**src/rtl/tree_adder_pkg.sv**
```systemverilog
// Shared types and constants for the multi-operand binary tree adder stages.
package tree_adder_pkg;

  localparam int unsigned TREE_N   = 20;
  localparam int unsigned TREE_OPS = 8;

  typedef enum logic [1:0] {
    IDLE = 2'd0,
    ACC  = 2'd1,
    HOLD = 2'd2
  } tree_acc_state_t;

  // Width that holds the sum of ops unsigned (n+1)-bit operands without overflow.
  function automatic int unsigned accw(input int unsigned n, input int unsigned ops);
    return n + 1 + $clog2(ops);
  endfunction

endpackage

```
**src/rtl/tree_acc_datapath.sv**
```systemverilog
// Accumulator register, zero-extending adder and beat counter for tree_sum_accumulator.
module tree_acc_datapath
  import tree_adder_pkg::*;
#(
  parameter int unsigned N   = TREE_N,
  parameter int unsigned OPS = TREE_OPS,
  parameter int unsigned AW  = accw(N, OPS),
  parameter int unsigned CW  = $clog2(OPS + 1)
) (
  input  logic          clk,
  input  logic          rst,
  input  logic          clear,
  input  logic          load,
  input  logic          add,
  input  logic [N:0]    in_sum,
  output logic [AW-1:0] acc,
  output logic [CW-1:0] cnt
);

  // clear wins over load, load wins over add.
  always_ff @(posedge clk) begin
    if (rst) begin
      acc <= '0;
      cnt <= '0;
    end else if (clear) begin
      acc <= '0;
      cnt <= '0;
    end else if (load) begin
      acc <= AW'(in_sum);
      cnt <= CW'(1);
    end else if (add) begin
      acc <= acc + AW'(in_sum);
      cnt <= cnt + CW'(1);
    end
  end

endmodule

```
**src/rtl/tree_sum_accumulator.sv**
```systemverilog
// Accumulates OPS partial sums per frame and presents the frame total on valid/ready.
// Optional abort input enabled by defining TREE_ACC_ABORT_EN.
module tree_sum_accumulator
  import tree_adder_pkg::*;
#(
  parameter int unsigned N   = TREE_N,
  parameter int unsigned OPS = TREE_OPS
) (
  input  logic                     clk,
  input  logic                     rst,
  input  logic                     in_valid,
  output logic                     in_ready,
  input  logic [N:0]               in_sum,
  output logic                     out_valid,
  input  logic                     out_ready,
  output logic [accw(N, OPS)-1:0]  out_total,
`ifdef TREE_ACC_ABORT_EN
  input  logic                     abort,
`endif
  output logic                     busy
);

  localparam int unsigned ACCW = accw(N, OPS);
  localparam int unsigned CW   = $clog2(OPS + 1);
  localparam tree_acc_state_t FIRST_NEXT = (OPS == 1) ? HOLD : ACC;

  tree_acc_state_t state_q, state_d;
  logic            load, add, clear;
  logic [ACCW-1:0] acc;
  logic [CW-1:0]   cnt;

  tree_acc_datapath #(
    .N   (N),
    .OPS (OPS),
    .AW  (ACCW),
    .CW  (CW)
  ) u_datapath (
    .clk    (clk),
    .rst    (rst),
    .clear  (clear),
    .load   (load),
    .add    (add),
    .in_sum (in_sum),
    .acc    (acc),
    .cnt    (cnt)
  );

  always_ff @(posedge clk) begin
    if (rst) state_q <= IDLE;
    else     state_q <= state_d;
  end

  // Next state, handshake decode and datapath controls.
  always_comb begin
    state_d   = state_q;
    in_ready  = 1'b0;
    out_valid = 1'b0;
    busy      = 1'b0;
    load      = 1'b0;
    add       = 1'b0;
    clear     = 1'b0;
    case (state_q)
      IDLE: begin
        in_ready = 1'b1;
        if (in_valid) begin
          load    = 1'b1;
          state_d = FIRST_NEXT;
        end
      end
      ACC: begin
        in_ready = 1'b1;
        busy     = 1'b1;
        if (in_valid) begin
          add = 1'b1;
          if (cnt == CW'(OPS - 1)) state_d = HOLD;
        end
      end
      HOLD: begin
        out_valid = 1'b1;
        in_ready  = out_ready;
        if (out_ready) begin
          // Accepting while transferring starts the next frame without a bubble.
          if (in_valid) begin
            load    = 1'b1;
            state_d = FIRST_NEXT;
          end else begin
            state_d = IDLE;
          end
        end
      end
      default: state_d = IDLE;
    endcase
`ifdef TREE_ACC_ABORT_EN
    // Abort drops any beat or transfer in flight this cycle.
    if (abort) begin
      in_ready  = 1'b0;
      out_valid = 1'b0;
      load      = 1'b0;
      add       = 1'b0;
      clear     = 1'b1;
      state_d   = IDLE;
    end
`endif
  end

  assign out_total = acc;

endmodule

```
**config.mk**
```make
export PLATFORM = sky130hd
export DESIGN_NAME = tree_sum_accumulator
export DESIGN_NICKNAME = d
export VERILOG_FILES = /design/src/rtl/tree_adder_pkg.sv /design/src/rtl/tree_acc_datapath.sv /design/src/rtl/tree_sum_accumulator.sv
export SDC_FILE = /design/constraint.sdc
export NUM_CORES = 1
export LEC_CHECK = 0
export CAP_MARGIN = 10
export CORE_ASPECT_RATIO = 0.8
export CORE_MARGIN = 4
export CORE_UTILIZATION = 40
export DETAILED_ROUTE_END_ITERATION = 16
export MAX_ROUTING_LAYER = met4
export PLACE_DENSITY = 0.67
export SYNTH_ARGS = -nofsm -noshare
export SYNTH_HDL_FRONTEND = slang
export SYNTH_SLANG_ARGS = --single-unit
```
**constraint.sdc**
```tcl
create_clock -name clk -period 4 [get_ports clk]
set_input_delay 0.8 -clock clk [delete_from_list [all_inputs] [get_ports clk]]
set_output_delay 0.8 -clock clk [all_outputs]
set_load 0.05 [all_outputs]
```
# Word-level counts from Yosys, hierarchy flattened
# Cells that the tools add are included.
# Widths: inputs -> output; s select.
# totals
reg_bits	30
inputBits	25
word_cells	36
# classes
add_sub_neg	2
eq_ne	7
n_mux	17
reduce_logical	5
# ops
operator	n
$mux 21	2
$add 24x21->24	1
$mux 1	8
$mux 2	4
$ne 2x2->1 const B	4
$pmux 2 s3	1
$add 4x1->4 const B	1
$eq 4x3->1 const B	1
$pmux 1 s2	2
$reduce_and 4->1	1
$reduce_or 2->1	2
$eq 2x1->1 const B	1
$eq 2x2->1 const B	1
$logic_not 2->1	1
$reduce_bool 2->1	1

# Longest topological paths before layout
# Gate-level depths: netlist of the first run.
# depth
ltp_word	4
mapped_depth	9
depth_no_buf	9

# Modules after synthesis
# From an unflattened synthesis of the first run, not the netlist that was laid out.
# hier_totals
hier_cells	313
hier_area_um2	2544.9
# modules_own_cells
module	instances	cells_each	area_per_inst_um2
tree_acc_datapath	1	295	2413.6
tree_sum_accumulator	1	18	131.4

# Worst setup path after synthesis of the first run
# OpenSTA, ideal clock, no wires.
# synth_path
path_kind	input-to-reg
start	in out_ready
end	reg u_datapath.acc[16]
arrival_ns	2.980
required_ns	3.938
slack_ns	0.958
cell_stages	7
path_buffers	0
cell_sequence	inv_1 -> o21ai_0 -> nand2_1 -> nor2_1 -> o21ai_0 -> or3_1 -> nand3_1
# synth_between
elab_chain_len	3
# synth_rtl
element	line_no	source
start: declaration	tree_sum_accumulator.sv:15	input logic out_ready,
$mux 1 *	tree_sum_accumulator.sv:81	if (out_ready) begin
$pmux 1 s2 *	tree_sum_accumulator.sv:62	case (state_q)
$mux 21 / $reduce_bool 2->1 (equally long branches)	--	
end signal: assignment	tree_acc_datapath.sv:29	acc <= AW'(in_sum);
end signal: assignment	tree_acc_datapath.sv:32	acc <= acc + AW'(in_sum);
end: declaration	tree_acc_datapath.sv:16	output logic [AW-1:0] acc,
# Every way passes the cells marked *; elsewhere a longest branch is shown, timed or not.
# A chain may end at the register's enable or synchronous reset.

# Final worst setup path of the first run
# layout_path
start	in out_ready
end	out in_ready
# layout_between
elab_chain_len	1
# layout_rtl
element	line_no	source
$pmux 1 s2	tree_sum_accumulator.sv:62	
end: declaration	tree_sum_accumulator.sv:12	output logic in_ready,
# Every way passes these cells.

==> flow_summary.yaml, run 1 <==
outcome:
  outcome: "completed"
yosys:
  ys_seq_area_frac: 0.239
  synth.avg_cell_area_um2: 8.00
  synth_edf_count: 0
  synth_ff_type: "dfxtp_1"
  synth_xor_xnor_area_share: 0.0558
  synth-simple-area-share: 0.236
  synthesis.area_um2: 2510
  syn-num-nets: 362
  async_flop_share: 0
  synth_adder_area_share: 0.118
  ys_ff_latch: 30
  syn-instance-count: 314
  yosys_warnings: 0
  synth-compound-area-share: 0.288
  muxShareOfSynthArea: 0.0120
  synth_top_family_by_area: "compound AO/OA/AOI/OAI gates"
  ys_types: 59
route:
  drt_iter0_drc: 185
  drc: 0
  post_drt_wl_per_cell_um: 15.5
  vias: 2485
  detail-route-antenna-nets: 0
  drt_wl_total_mm: 6.83
  routed_via_density: 5.62
  firstDrtPassIters: 4
sta:
  setup_tns_ns: 0
  rsz0062_at_grt: "false"
  clock.fmax_ghz: 0.309
  tightest_slew_ns: 0.752
  slew_violations: 0
  setup_viol: 0
  slew_headroom: 0.498
  finalCritPeriodShare: 0.809
  finClkSkew_ns: 0.0102
  min_period_ns: 3.24
  whs_ns: 0.467
  hold_viol: 0
power_and_ir_drop:
  p_comb_frac: 0.425
  p_sw_frac: 0.392
  p_total_mw: 1.03
  pwr-share-clk: 0.244
  intPower_uw: 629
  p_seq_frac: 0.331
  power.density_nw_per_um2: 331
  peakVddDrop_v: 0.000118
  p_leak_nw: 1.23
  p_switching_uw: 406
clock_tree:
  cts_tree: "built"
  clockBufferDepth: 2
  clk_pin_slew_ns: 0.07
  cts_resized: 0
  cts_buffers: 5
  clk_latency_ns: 0.29
  cts_root_buffer: "clkbuf_8"
  holdBufCountCts: 0
  clock_sinks: 30
  cts_max_level: 2
  post-cts-setup-buffers: 0
global_routing:
  antenna_found_initial: 0
  grt_max_degree: 22
  grt_usage: 0.192
  grt_pass1_vias: 2291
  grt_pass1_wl_mm: 11.3
  overflow: 0
finish:
  layout-drive-gt1-share: 0.0637
  area_growth_pct: 24.4
  final_cell_mix: "51 x clkdlybuf4s50_1, 38 x nand2_1, 35 x nor2_1, 30 x dfxtp_1, 25 x a21oi_1"
  antenna_cells: 0
  fill_cells: 581
  final_nets: 410
  final_common_cell: "clkdlybuf4s50_1"
placement:
  place_congestion: 0.899
  port_buffers: 51
  dp_hpwl_mm: 5.03
floorplan:
  dieArea_um2: 7620
  die_x_um: 96.6
  std_cell_rows: 25
  core-area_um2: 6010
  pin_count: 52
  initial_core_util: 0.418
  die_h_um: 78.9
setup_path:
  path_max_fanout: 3
  path_class: "in2out"
  r2r_cells: 9
  r2r_end: "u_datapath.acc[12]$_SDFFE_PP0P_"
  ff2ff_setup_slack_ns: 1.66
  crit_path_end_kind: "output port"
  worstSetupStartpointType: "input pin"
  cp.arrival_ns: 2.44
  r2r-start: "u_datapath.acc[0]$_SDFFE_PP0P_"
  crit_required_ns: 3.20
worst_hold_path:
  min_to: "u_datapath.acc[14]$_SDFFE_PP0P_"
  hold_class: "reg2reg"
  hold_path.startpoint: "u_datapath.acc[14]$_SDFFE_PP0P_"
  hold_depth: 2
run:
  drv_cap: 0
## state kept, by name, summed over array words and instances, names as in the netlist
name,cells
state_q,2
u_datapath.acc,24
u_datapath.cnt,4
## worst max-delay path by stage
stage | start | endpoint | slack [ns] | cells after the start
after global routing | out_ready | in_ready | 0.69 | 4
final | out_ready | in_ready | 0.76 | 4
after CTS | out_ready | in_ready | 0.75 | 4
after global placement | in_sum[0] | u_datapath.acc[12]$_SDFFE_PP0P_ | 0.78 | 10
after floorplan | out_ready | u_datapath.acc[16]$_SDFFE_PP0P_ | 0.96 | 7
after detailed placement | in_sum[0] | u_datapath.acc[12]$_SDFFE_PP0P_ | 0.74 | 10
## layout make-up
class	count	area, um2	area share
multi-input cells	265	1780	0.570
flip-flops and latches	30	601	0.192
repair buffers	55	541	0.173
well taps	81	101	0.0324
clock buffers	6	82.6	0.0264
inverters	5	18.8	0.00601
## routing by layer
layer | global-route usage | up-vias | share of wire
met5 | - | - | 0
met3 | 0.0369 | 9 | 0.066
met2 | 0.257 | 86 | 0.39
met4 | 0.0532 | 0 | 0.010
li1 | - | 1251 | -
met1 | 0.290 | 1139 | 0.53
## stage by stage
stage,instances,utilization,setup slack [ns],instance area [um2]
after floorplan,314,-,0.958,2510
after global placement,436,0.506,0.781,3040
after detailed placement,436,0.506,0.744,3040
after CTS,442,0.520,0.753,3120
after global routing,442,0.520,0.687,3120
final,442,0.520,0.763,3120
## Yosys cell counts (all sizes together) (2+ instances only)
master  number  area [um2]
o21a         4        30.0
inv          5        18.8
o221ai       2        17.5
nor2        37         144
nand3b       4        30.0
a22oi        4        30.0
a211oi      11         100
nor3b        2        20.0
ha          22         275
nand2       38         143
a311oi       6        52.6
a21oi       28         159
o21ai       24         124
clkbuf       7        57.6
xnor2        9        78.8
a21o         6        45.0
o211ai       4        35.0
or3          5        31.3
mux2i        3        30.0
and2         5        31.3
nor2b        4        25.0
nor3         6        30.0
a31oi        4        25.0
xor2         7        61.3
nand4        2        12.5
nand4b       5        58.8
nand3        6        30.0
dfxtp       30         601
buf          7        53.8
## power groups by stage
stage / combinational (mW) / sequential, mW / clock (mW)
after floorplan: 0.253 / 0.414 / 0
after global placement: 0.432 / 0.349 / 0
after detailed placement: 0.435 / 0.349 / 0
after CTS: 0.437 / 0.343 / 0.257
after global routing: 0.481 / 0.346 / 0.269
final: 0.439 / 0.343 / 0.253
## cell families (layout without fill, tap and decap cells)
family	after synthesis	count (layout)
DFF	30	30
AOI/OAI and AO/OA	104	104
xor gates and xnor gates	16	16
muxes	3	3
and+or+nand+nor	119	119
adders and majority gates	23	23
buffers and inverters	19	66
## worst max-delay path, stage by stage
cell and delay (ns):
clkdlybuf4s50_1 0.48, inv_1 0.05, o21ai_0 0.24, clkdlybuf4s50_1 0.86
(Power assumes the default switching activity.)
==> run 2, diff against run 1 <==
==> constraint.sdc (replaced) <==
create_clock -name clk -period 3 [get_ports clk]
set_input_delay 0.6 -clock clk [delete_from_list [all_inputs] [get_ports clk]]
set_output_delay 0.6 -clock clk [all_outputs]
set_load 0.05 [all_outputs]
==> run 2 against run 1 <==
Global-route usage rose by 0.35 points. Die area did not move. Utilization is 1.9 points higher. Flip-flop and latch count is the same. Clock skew is 0.0056 ns lower. Worst hold slack better by 0.0082 ns. Critical path depth up 6. Wire length rose by 0.53%. Combinational power is 36% higher. Power is 40% higher. Setup slack worse by 0.53 ns. Non-clock buffer count up 10. Largest power group unchanged.
==> flow_summary.yaml, run 2 (synthesized netlist as in run 1, its figures left out) <==
setup_path:
  r2r-start: "u_datapath.acc[0]$_SDFFE_PP0P_"
  path_max_fanout: 5
  crit_path_end_kind: "register"
  worstSetupStartpointType: "input pin"
  cp-startpoint: "in_sum[0]"
  cp.arrival_ns: 2.96
  path_class: "in2reg"
  cp_slowest_stage_delay_ns: 0.42
  path_cells: "clkdlybuf4s50_1 -> ha_1 -> fa_1 -> a21oi_1 -> nand4b_4 -> a21oi_4 -> o41ai_1 -> xnor2_1 -> nand2_1 -> a211oi_1"
  cp_slowest_cell: "clkdlybuf4s50_1"
  crit_required_ns: 3.20
finish:
  top_register: "u_datapath.acc"
  final_common_cell: "clkdlybuf4s50_1"
  fill_cells: 583
  reg.largest.list: "u_datapath.acc x24, u_datapath.cnt x4, state_q x2"
  fin_area_um2: 3240
  final_cell_mix: "50 x clkdlybuf4s50_1, 38 x nand2_1, 35 x nor2_1, 30 x dfxtp_1, 25 x a21oi_1"
  largest_reg_flops: 24
  layout-drive-gt1-share: 0.0965
  final_nets: 420
  final_cell_count_no_fill: 454
  antenna_cells: 0
  area_growth_pct: 28.9
  finish.utilization: 0.539
placement:
  dp.cells: 446
  dpl_cell_area_um2: 3130
  port_buffers: 51
  place_congestion: 0.892
  dp_hpwl_mm: 5.27
clock_tree:
  clk_latency_ns: 0.28
  cts_resized: 0
  clock_sinks: 30
  post-cts-setup-buffers: 0
  cts_root_buffer: "clkbuf_8"
  holdBufCountCts: 0
  cts_max_level: 2
  cts_tree: "built"
  clk_pin_slew_ns: 0.07
  cts_buffers: 5
  clockBufferDepth: 2
sta:
  finClkSkew_ns: 0.00468
  min_period_ns: 2.76
  rsz0062_at_grt: "false"
  tightest_slew_ns: 0.535
  setup_tns_ns: 0
  setup_viol: 0
  slew_violations: 0
  hold_viol: 0
  finalCritPeriodShare: 0.922
  slew_headroom: 0.643
  clock.fmax_ghz: 0.362
route:
  drt_wl_total_mm: 6.87
  firstDrtPassIters: 4
  drt_iter0_drc: 156
  routed_via_density: 5.55
  post_drt_wl_per_cell_um: 15.1
  drc: 0
  detail-route-antenna-nets: 0
  vias: 2519
floorplan:
  std_cell_rows: 25
  core-area_um2: 6010
  die_h_um: 78.9
  die_x_um: 96.6
  pin_count: 52
  dieArea_um2: 7620
  initial_core_util: 0.418
global_routing:
  grt_pass1_vias: 2360
  grt_usage: 0.196
  antenna_found_initial: 0
  grt_pass1_wl_mm: 11.6
  grt_max_degree: 18
  overflow: 0
outcome:
  outcome: "completed"
worst_hold_path:
  hold_class: "reg2reg"
  hold_path.startpoint: "u_datapath.acc[19]$_SDFFE_PP0P_"
power_and_ir_drop:
  power.density_nw_per_um2: 449
  peakVddDrop_v: 0.000297
  p_leak_nw: 1.30
run:
  drv_cap: 0
==> run 2: cell types whose count changed in the layout (fill, tap and decap cells not counted) <==
cell / before / now
buf_12: 0 / 1
buf_4: 4 / 14
clkbuf_8: 6 / 8
clkdlybuf4s50_1: 51 / 50
==> run 2: final cells by class <==
type	count	area [um2]	area share
Multi-Input combinational cell	265	1780	0.550
Timing Repair Buffer	65	626	0.193
Sequential cell	30	601	0.186
Clock buffer	8	110	0.0340
Tap cell	81	101	0.0313
Inverter	5	18.8	0.00580
==> run 2: worst paths after layout <==
| kind | cells after the start | slack, ns | endpoint |
|---|---|---|---|
| hold reg to reg | 2 | 0.48 | u_datapath.acc[19]$_SDFFE_PP0P_ |
| setup reg to reg | 9 | 0.67 | u_datapath.acc[12]$_SDFFE_PP0P_ |
| setup / recovery | 10 | 0.24 | u_datapath.acc[12]$_SDFFE_PP0P_ |
| hold / removal | 2 | 0.48 | u_datapath.acc[19]$_SDFFE_PP0P_ |
==> run 2: critical path: cells and delay by family <==
family | cells | cell delay, ns
XOR/XNOR | 1 | 0.16
AO/OA/AOI/OAI | 4 | 0.87
adder cells (fa/ha/maj) | 2 | 0.65
buffers and inverters | 1 | 0.42
AND/OR/NAND/NOR | 2 | 0.26
==> run 2: report_power, final <==
| part | internal [mW] | switching [mW] | leakage (nW) |
|---|---|---|---|
| Clock | 0.232 | 0.168 | 0.0575 |
| Sequential | 0.428 | 0.0284 | 0.247 |
| Combinational | 0.244 | 0.353 | 0.997 |
==> run 2: routing by layer <==
| layer | vias up | part of all wire | track usage |
|---|---|---|---|
| met3 | 5 | 0.074 | 0.0388 |
| met4 | 0 | 0.0055 | 0.0364 |
| met1 | 1151 | 0.52 | 0.295 |
| met2 | 87 | 0.40 | 0.269 |
| met5 | - | 0 | - |
| li1 | 1276 | - | - |
==> run 2: through the flow <==
| stage | setup WS, ns | hold slack, ns | power (mW) |
|---|---|---|---|
| finish | 0.235 | 0.476 | 1.45 |
| global route | 0.0560 | 0.497 | 1.54 |
| CTS | 0.243 | 0.475 | 1.45 |
| detailed placement | -0.0350 | 0.465 | 1.06 |
| global placement | 0.0215 | 0.463 | 1.05 |
| floorplan | 0.158 | 0.467 | 0.890 |
==> run 3, diff against run 2 <==
--- a/config.mk
+++ b/config.mk
@@ -6,7 +6,6 @@
 export NUM_CORES = 1
 export LEC_CHECK = 0
 export CAP_MARGIN = 10
-export CORE_ASPECT_RATIO = 0.8
 export CORE_MARGIN = 4
 export CORE_UTILIZATION = 40
 export DETAILED_ROUTE_END_ITERATION = 16
==> run 3 against run 2 <==
Die area shrank 0.10%. Power fell by 3.5%. Largest power group unchanged. Via count shrank 0.16%. Largest cell class unchanged. Combinational power about the same. Utilization shrank 0.24 points. Critical path depth unchanged. Setup slack worse by 0.014 ns. Non-clock buffer count is the same.
==> flow_summary.yaml, run 3 (synthesized netlist as in run 1, its figures left out) <==
outcome:
  outcome: "completed"
setup_path:
  worstSetupStartpointType: "input pin"
  path_cells: "clkdlybuf4s50_1 -> ha_1 -> fa_1 -> a21oi_2 -> nand4b_4 -> a21oi_4 -> o41ai_1 -> xnor2_1 -> nand2_1 -> a211oi_1"
  crit_path_end_kind: "register"
  cp_slowest_stage_delay_ns: 0.42
  path_max_fanout: 5
  r2r-start: "u_datapath.acc[0]$_SDFFE_PP0P_"
  cp.arrival_ns: 2.99
  r2r_end: "u_datapath.acc[12]$_SDFFE_PP0P_"
  path_class: "in2reg"
  crit_required_ns: 3.21
  cp_slowest_cell: "clkdlybuf4s50_1"
  r2r_cells: 9
  ff2ff_setup_slack_ns: 0.65
sta:
  min_period_ns: 2.78
  finalCritPeriodShare: 0.926
  whs_ns: 0.479
  slew_headroom: 0.651
  clock.fmax_ghz: 0.360
  finClkSkew_ns: 0.00221
  setup_tns_ns: 0
  hold_viol: 0
  slew_violations: 0
  setup_slack_ns: 0.221
  tightest_slew_ns: 0.522
  setup_viol: 0
  rsz0062_at_grt: "false"
worst_hold_path:
  hold_class: "reg2reg"
  hold_depth: 2
  hold_path.startpoint: "u_datapath.acc[19]$_SDFFE_PP0P_"
  min_to: "u_datapath.acc[19]$_SDFFE_PP0P_"
global_routing:
  antenna_found_initial: 0
  overflow: 0
  grt_usage: 0.193
  grt_max_degree: 20
  grt_pass1_vias: 2461
  grt_pass1_wl_mm: 11.4
placement:
  place_congestion: 0.891
  place_ws_ns: -0.121
  port_buffers: 51
  dp_hpwl_mm: 5.03
  dp.cells: 440
  dpl_cell_area_um2: 3120
clock_tree:
  cts_resized: 0
  post-cts-setup-buffers: 0
  clk_pin_slew_ns: 0.07
  cts_root_buffer: "clkbuf_8"
  cts_max_level: 2
  cts_tree: "built"
  holdBufCountCts: 0
  clk_latency_ns: 0.29
  cts_buffers: 5
  clock_sinks: 30
  clockBufferDepth: 2
finish:
  final_cell_mix: "50 x clkdlybuf4s50_1, 38 x nand2_1, 35 x nor2_1, 30 x dfxtp_1, 24 x a21oi_1"
  final_cell_count_no_fill: 448
  register_area_um2: 601
  largest_reg_flops: 24
  final_common_cell: "clkdlybuf4s50_1"
  top_register: "u_datapath.acc"
  multi_input_area_um2: 1780
  fin_area_um2: 3210
  layout-drive-gt1-share: 0.0965
  fill_cells: 583
  antenna_cells: 0
  final_nets: 420
  finish.utilization: 0.537
  area_growth_pct: 28.0
  reg.largest.list: "u_datapath.acc x24, u_datapath.cnt x4, state_q x2"
floorplan:
  initial_core_util: 0.419
  die_h_um: 87.2
  pin_count: 52
  core-area_um2: 5990
  std_cell_rows: 28
  dieArea_um2: 7610
  die_x_um: 87.2
power_and_ir_drop:
  p_total_mw: 1.40
  p_leak_nw: 1.29
  peakVddDrop_v: 0.000245
  power.density_nw_per_um2: 436
route:
  detail-route-antenna-nets: 0
  vias: 2515
  routed_via_density: 5.61
  drc: 0
  drt_wl_total_mm: 6.68
  post_drt_wl_per_cell_um: 14.9
  firstDrtPassIters: 4
  drt_iter0_drc: 82
run:
  drv_cap: 0
[run 3: cell types whose count changed in the layout (fill, tap and decap cells not counted), sizes merged]
| cell | delta |
|---|---|
| clkinv | +1 |
| clkbuf | -1 |
[run 3: worst max-delay path: cells and delay by family]
| kind | cells | cell delay (ns) |
|---|---|---|
| xor gates and xnor gates | 1 | 0.17 |
| buffers and inverters | 1 | 0.42 |
| adders and majority gates | 2 | 0.66 |
| AOI/OAI and AO/OA | 4 | 0.89 |
| and+or+nand+nor | 2 | 0.26 |
[run 3: report_power, final]
part	leakage [nW]	internal, mW	switching [mW]	total (mW)
clock	0.0482	0.185	0.167	0.352
sequential	0.247	0.428	0.0285	0.457
combinational	0.997	0.243	0.351	0.594
total	1.29	0.857	0.546	1.40
[run 3: worst max-delay path by stage]
stage | startpoint | to | slack [ns] | depth (start not counted)
floorplan | out_ready | u_datapath.acc[16]$_SDFFE_PP0P_ | 0.16 | 7
global placement | in_sum[0] | u_datapath.acc[12]$_SDFFE_PP0P_ | -0.04 | 10
detailed placement | in_sum[0] | u_datapath.acc[12]$_SDFFE_PP0P_ | -0.12 | 10
CTS | in_sum[0] | u_datapath.acc[12]$_SDFFE_PP0P_ | 0.14 | 10
global route | in_sum[0] | u_datapath.acc[12]$_SDFFE_PP0P_ | 0.06 | 10
finish | in_sum[0] | u_datapath.acc[12]$_SDFFE_PP0P_ | 0.22 | 10
[run 3: metal layers]
layer  vias to the layer above  share of wire  track usage
met4                         0          0.021       0.0879
met2                        59           0.47        0.313
met5                         -              0            -
li1                       1273              -            -
met3                        17          0.046       0.0331
met1                      1166           0.47        0.234
[run 3: cell type report]
class                           count  share of cell area
Tap cell                           75              0.0292
Timing Repair Buffer               65               0.195
Clock inverter                      1             0.00156
Clock buffer                        7              0.0269
Inverter                            5             0.00584
Multi-Input combinational cell    265               0.555
Sequential cell                    30               0.187
